File: config.mk
export PLATFORM = sky130hd
export DESIGN_NAME = approx_error_monitor
export DESIGN_NICKNAME = d
export VERILOG_FILES = /design/src/rtl/approx_chk_pkg.sv /design/src/rtl/abs_diff_unit.sv /design/src/rtl/approx_error_monitor.sv
export SDC_FILE = /design/constraint.sdc
export NUM_CORES = 1
export LEC_CHECK = 0
export CAP_MARGIN = 10
export CORE_AREA = 2 2 76 49
export DETAILED_ROUTE_END_ITERATION = 8
export DIE_AREA = 0 0 78 51
export DONT_BUFFER_PORTS = 1
export HOLD_SLACK_MARGIN = 0.15
export PLACE_DENSITY = 0.68
export SYNTH_ARGS = -nofsm -noshare
export SYNTH_HDL_FRONTEND = slang
export SYNTH_HIERARCHICAL = 1
export SYNTH_SLANG_ARGS = --single-unit
File: constraint.sdc
create_clock -name clk -period 3.7 [get_ports clk]
set_input_delay 0.555 -clock clk [delete_from_list [all_inputs] [get_ports clk]]
set_output_delay 0.555 -clock clk [all_outputs]
set_load 0.005 [all_outputs]
File: src/rtl/approx_chk_pkg.sv
// Shared types and width helpers for the approximate-circuit error monitor.
// Holds the sweep FSM state enum and count/sum width functions.
package approx_chk_pkg;

    typedef enum logic [1:0] {
        IDLE  = 2'd0,
        SWEEP = 2'd1,
        DRAIN = 2'd2,
        DONE  = 2'd3
    } state_t;

    // Violation counter must hold 2^in_w, hence one extra bit.
    function automatic int cnt_w(input int in_w);
        return in_w + 1;
    endfunction

    // Sum of 2^in_w errors, each below 2^out_w.
    function automatic int sum_w(input int in_w, input int out_w);
        return in_w + out_w;
    endfunction

endpackage

File: src/rtl/abs_diff_unit.sv
// Combinational unsigned absolute difference |a - b|.
// Ports: a, b (W bits, unsigned) -> d (W bits).
module abs_diff_unit #(
    parameter int W = 2
) (
    input  logic [W-1:0] a,
    input  logic [W-1:0] b,
    output logic [W-1:0] d
);

    assign d = (a >= b) ? (a - b) : (b - a);

endmodule

File: src/rtl/approx_error_monitor.sv
// Exhaustive error monitor comparing an approximate circuit to its exact reference.
// Ports: clk, rst, start, et_i -> vec_o; exact_i, approx_i -> busy, done, pass, stats, fail_vec.
module approx_error_monitor
    import approx_chk_pkg::*;
#(
    parameter int IN_W  = 4,
    parameter int OUT_W = 2,
    parameter int ET_W  = 3
) (
    input  logic                  clk,
    input  logic                  rst,
    input  logic                  start,
    input  logic [ET_W-1:0]       et_i,
    output logic [IN_W-1:0]       vec_o,
    input  logic [OUT_W-1:0]      exact_i,
    input  logic [OUT_W-1:0]      approx_i,
    output logic                  busy,
    output logic                  done,
    output logic                  pass,
    output logic [OUT_W-1:0]      max_err,
    output logic [IN_W:0]         err_cnt,
    output logic [IN_W+OUT_W-1:0] err_sum,
    output logic [IN_W-1:0]       fail_vec
);

    localparam int CNT_W = cnt_w(IN_W);
    localparam int SUM_W = sum_w(IN_W, OUT_W);

    state_t state_q;
    state_t state_d;

    logic [IN_W-1:0]  cnt_q;
    logic [ET_W-1:0]  et_q;
    logic [OUT_W-1:0] diff;
    logic [OUT_W-1:0] d_q;
    logic [IN_W-1:0]  vec_q;
    logic             v_q;
    logic             fail_seen_q;
    logic             accept;
    logic             last;
    logic             viol;

    abs_diff_unit #(.W(OUT_W)) u_abs (
        .a (exact_i),
        .b (approx_i),
        .d (diff)
    );

    assign accept = start && (state_q == IDLE || state_q == DONE);
    assign last   = (cnt_q == {IN_W{1'b1}});
    assign viol   = ET_W'(d_q) > et_q;

    assign vec_o = cnt_q;
    assign busy  = (state_q == SWEEP) || (state_q == DRAIN);
    assign done  = (state_q == DONE);
    assign pass  = done && (err_cnt == '0);

    always_comb begin
        state_d = state_q;
        unique case (state_q)
            IDLE:    if (start) state_d = SWEEP;
            SWEEP:   if (last) state_d = DRAIN;
            // Stay until the final captured vector has been accumulated.
            DRAIN:   if (!v_q) state_d = DONE;
            DONE:    if (start) state_d = SWEEP;
            default: state_d = IDLE;
        endcase
    end

    always_ff @(posedge clk or posedge rst) begin
        if (rst) begin
            state_q <= IDLE;
        end else begin
            state_q <= state_d;
        end
    end

    always_ff @(posedge clk or posedge rst) begin
        if (rst) begin
            cnt_q <= '0;
            et_q  <= '0;
        end else if (accept) begin
            cnt_q <= '0;
            et_q  <= et_i;
        end else if (state_q == SWEEP) begin
            cnt_q <= cnt_q + 1'b1;
        end
    end

    always_ff @(posedge clk or posedge rst) begin
        if (rst) begin
            d_q   <= '0;
            vec_q <= '0;
            v_q   <= 1'b0;
        end else begin
            d_q   <= diff;
            vec_q <= cnt_q;
            v_q   <= (state_q == SWEEP);
        end
    end

    always_ff @(posedge clk or posedge rst) begin
        if (rst) begin
            max_err     <= '0;
            err_cnt     <= '0;
            err_sum     <= '0;
            fail_vec    <= '0;
            fail_seen_q <= 1'b0;
        end else if (accept) begin
            max_err     <= '0;
            err_cnt     <= '0;
            err_sum     <= '0;
            fail_vec    <= '0;
            fail_seen_q <= 1'b0;
        end else if (v_q) begin
            if (d_q > max_err) max_err <= d_q;
            err_sum <= err_sum + SUM_W'(d_q);
            if (viol) begin
                err_cnt <= err_cnt + CNT_W'(1);
                if (!fail_seen_q) begin
                    fail_vec    <= vec_q;
                    fail_seen_q <= 1'b1;
                end
            end
        end
    end

endmodule

==> summary.txt <==
Outcome
  • Status: complete, no violations

Synth
  • Adder-Cell Fraction of Synth Area: 13.23%
  • Xor/xnor cell area share of the yosys netlist: 4.070%
  • Mapped cell area: 1722 um2
  • Cell variety after synth: 32
  • Syn nets: 192
  • Yosys warns: 6
  • Largest family of logic cells by synthesized area: simple AND/OR/NAND/NOR gates
  • Mux cell area share after synthesis: 4.142%
  • Gate Count Post-Synth: 165
  • Seq/Total Area, Yosys: 49.42%
  • Avg Inst Size Synth: 10.43 um2
  • Synth Register Bits: 34
  • Compound-Gate Fraction of Synth Area: 7.922%
  • Post-Synth Simple-Gate Area: 15.99%

Clocking
  • CTS Root Cell: clkbuf_8
  • Htree depth: 2
  • CTS max path bufs: 2
  • Sink Count: 34
  • Postcts setup bufs: 0
  • Worst-skew pair later-pin latency: 280 ps
  • Cts-stage hold buffer count: 0
  • Clock slew at reported path FFs: 70 ps
  • CTS Buf Count: 5
  • CTS tree: done
  • CTS resizes: 0

Die
  • Die Y: 51 um
  • Cell row count: 17
  • Chip width: 78 um
  • Core Region: 3403 um2
  • Top-Level Pins: 34
  • Die ar.: 3978 um2
  • Starting density of the core: 50.59%

Drt
  • Routed WL: 3226 um
  • Vias: 1166
  • DRT iter0 DRCs: 37
  • DRT Pass-1 Iters: 4
  • Routed WL per cell: 14.87 um
  • Vias per cell: 5.373
  • ANT nets after route: 0
  • Residual DRC count: 0

Critical path
  • CP arrival: 1990 ps
  • CP Capture Point: fail_vec[2]$_DFFE_PP0P_
  • CP required: 3890 ps
  • Setup crit end kind: register
  • Worst r2r src: d_q[1]$_DFF_PP0_
  • Critical path launch point type: register
  • Worst reg-to-reg setup slack: 1900 ps
  • R2r endpoint: fail_vec[2]$_DFFE_PP0P_
  • R2R depth: 5
  • Worst Setup SP: d_q[1]$_DFF_PP0_
  • Maximum fanout along the worst path: 8
  • Setup CP Type: register to register

Global routing
  • Vias in the first global route: 1247
  • Grt total ovfl: 0
  • Initial antenna violation count: 0
  • All-Layer GR Usage: 18.09%
  • Global-route wire length before repair: 5492 um
  • Largest net degree at the start of global routing: 29

STA
  • Hold Vio Cnt, Final: 0
  • Final max-slew violation count: 0
  • Final setup violating endpoints: 0
  • Unrepaired setup endpoints after global routing: no
  • Worst Tran Pin Value: 1008 ps
  • Fmax: 0.5565 GHz
  • Rel. slew slack: 32.73%
  • Clock Skews: 3.596 ps
  • Period utilization: 48.57%
  • Crit path time final: 1797 ps
  • Setup TNS: 0 ps

Pwr
  • VDD IR max: 377.8 uV
  • Leak: 0.9212 nW
  • Pwr Density: 736.8 nW/um2

Placement
  • GPL Wtd Cong: 0.7493
  • Post-DP Area: 1765 um2
  • PortBufs: 0
  • Hpwl dp: 2416 um

Worst hold path
  • Hold Path Class: primary input to register
  • Critical hold path startpoint: et_i[2]

Final layout
  • Layout cell share with drive strength beyond 1: 7.059%
  • Area Overhead vs Synth: 8.866%
  • Final core occ: 55.07%
  • Ant diodes: 0
  • Final nets: 196
  • Design Area, Final: 1874 um2

Run
  • # Max-Cap Violations: 0
-- per-layer routing --
metal  track usage, %  part of all wire [%]
met3            6.007                   5.8
met2            32.76                    51
met5                0                     0
met1            20.39                    42
met4            6.140                   1.1
-- logic make-up after synthesis --
logic type                 after synthesis
and+or+nand+nor                         56
DFF                                     34
buffers and inverters                   22
AOI/OAI and AO/OA                       21
adders and majority gates               17
xor gates and xnor gates                 8
muxes                                    7
-- area by class of cell --
class                           instances  area, um2
Fill cell                             293       1529
Timing Repair Buffer                    1      7.507
Inverter                               18      67.56
Multi-Input combinational cell        109      780.7
Clock buffer                            5      68.82
Clock inverter                          3      40.04
Sequential cell                        34      850.8
Tap cell                               47      58.81
-- registers in the layout, indices dropped and copies added (netlist names) --
signal       cells
d_q              2
fail_seen_q      1
v_q              1
err_cnt          5
vec_q            4
vec_o            4
max_err          2
err_sum          6
fail_vec         4
et_q             3
state_q          2
-- metrics by stage --
stage / hold slack [ps] / instances / setup slack [ps] / total power [mW]
floorplan: 431.6 / 165 / 1970 / 0.9544
detailed placement: 468.5 / 209 / 1912 / 1.065
CTS: 380.0 / 217 / 1904 / 1.396
finish: 387.6 / 217 / 1903 / 1.381
global route: 375.5 / 217 / 1760 / 1.492
global placement: 456.9 / 209 / 1953 / 1.019
-- cell usage after synthesis (all sizes together) --
master | number | area share (%)
nand4 | 1 | 0.36
o21ai | 9 | 2.6
nand2 | 17 | 3.7
xnor2 | 4 | 2.0
nor3b | 1 | 0.44
nor3 | 1 | 0.29
mux2i | 6 | 3.5
a21oi | 6 | 1.7
and3b | 1 | 0.51
o2111ai | 2 | 1.0
or3 | 3 | 1.1
a22oi | 1 | 0.44
and4b | 1 | 0.58
dfrtp | 34 | 49
buf | 1 | 0.65
nor2 | 15 | 3.3
nor2b | 2 | 0.73
nand3 | 8 | 2.3
nor4 | 1 | 0.36
mux2 | 1 | 0.65
clkbuf | 3 | 0.65
fa | 2 | 2.3
ha | 15 | 11
and2b | 3 | 1.5
a21o | 1 | 0.44
inv | 18 | 3.9
and2 | 1 | 0.36
nor4b | 1 | 0.51
o211ai | 2 | 1.7
xor2 | 4 | 2.0
-- placed cells by master, fill, tap and decap left out, types with 2 or more instances in the layout --
cell and n:
clkinv_2 2, dfrtp_1 34, nand2_1 17, o2111ai_1 2, clkbuf_8 5, inv_1 18
fa_1 2, mux2i_1 6, nand3_1 8, xnor2_1 4, nor2_1 15, o21ai_0 9
or3_1 3, xor2_1 4, nor2b_1 2, and2b_1 2, ha_1 15, a21oi_1 6
-- how the worst min path moves through the flow --
stage                               end  slack [ps]  cells past startpoint
finish              et_q[2]$_DFFE_PP0P_         390                      2
global route        et_q[2]$_DFFE_PP0P_         380                      2
CTS                 et_q[2]$_DFFE_PP0P_         380                      2
detailed placement   vec_q[3]$_DFF_PP0_         470                      0
global placement    et_q[2]$_DFFE_PP0P_         460                      2
floorplan            vec_q[3]$_DFF_PP0_         430                      0
-- where the power goes --
group	switching (mW)	internal (mW)
clock	0.132	0.198
combinational	0.283	0.189
sequential	0.102	0.477
total	0.517	0.864
-- critical path: stages, from the launching register on --
cell and delay (ps):
dfrtp_1 440, ha_1 310, and2b_1 210, o2111ai_1 490
nand3_1 150, o21ai_0 110
(Power assumes the default switching activity.)
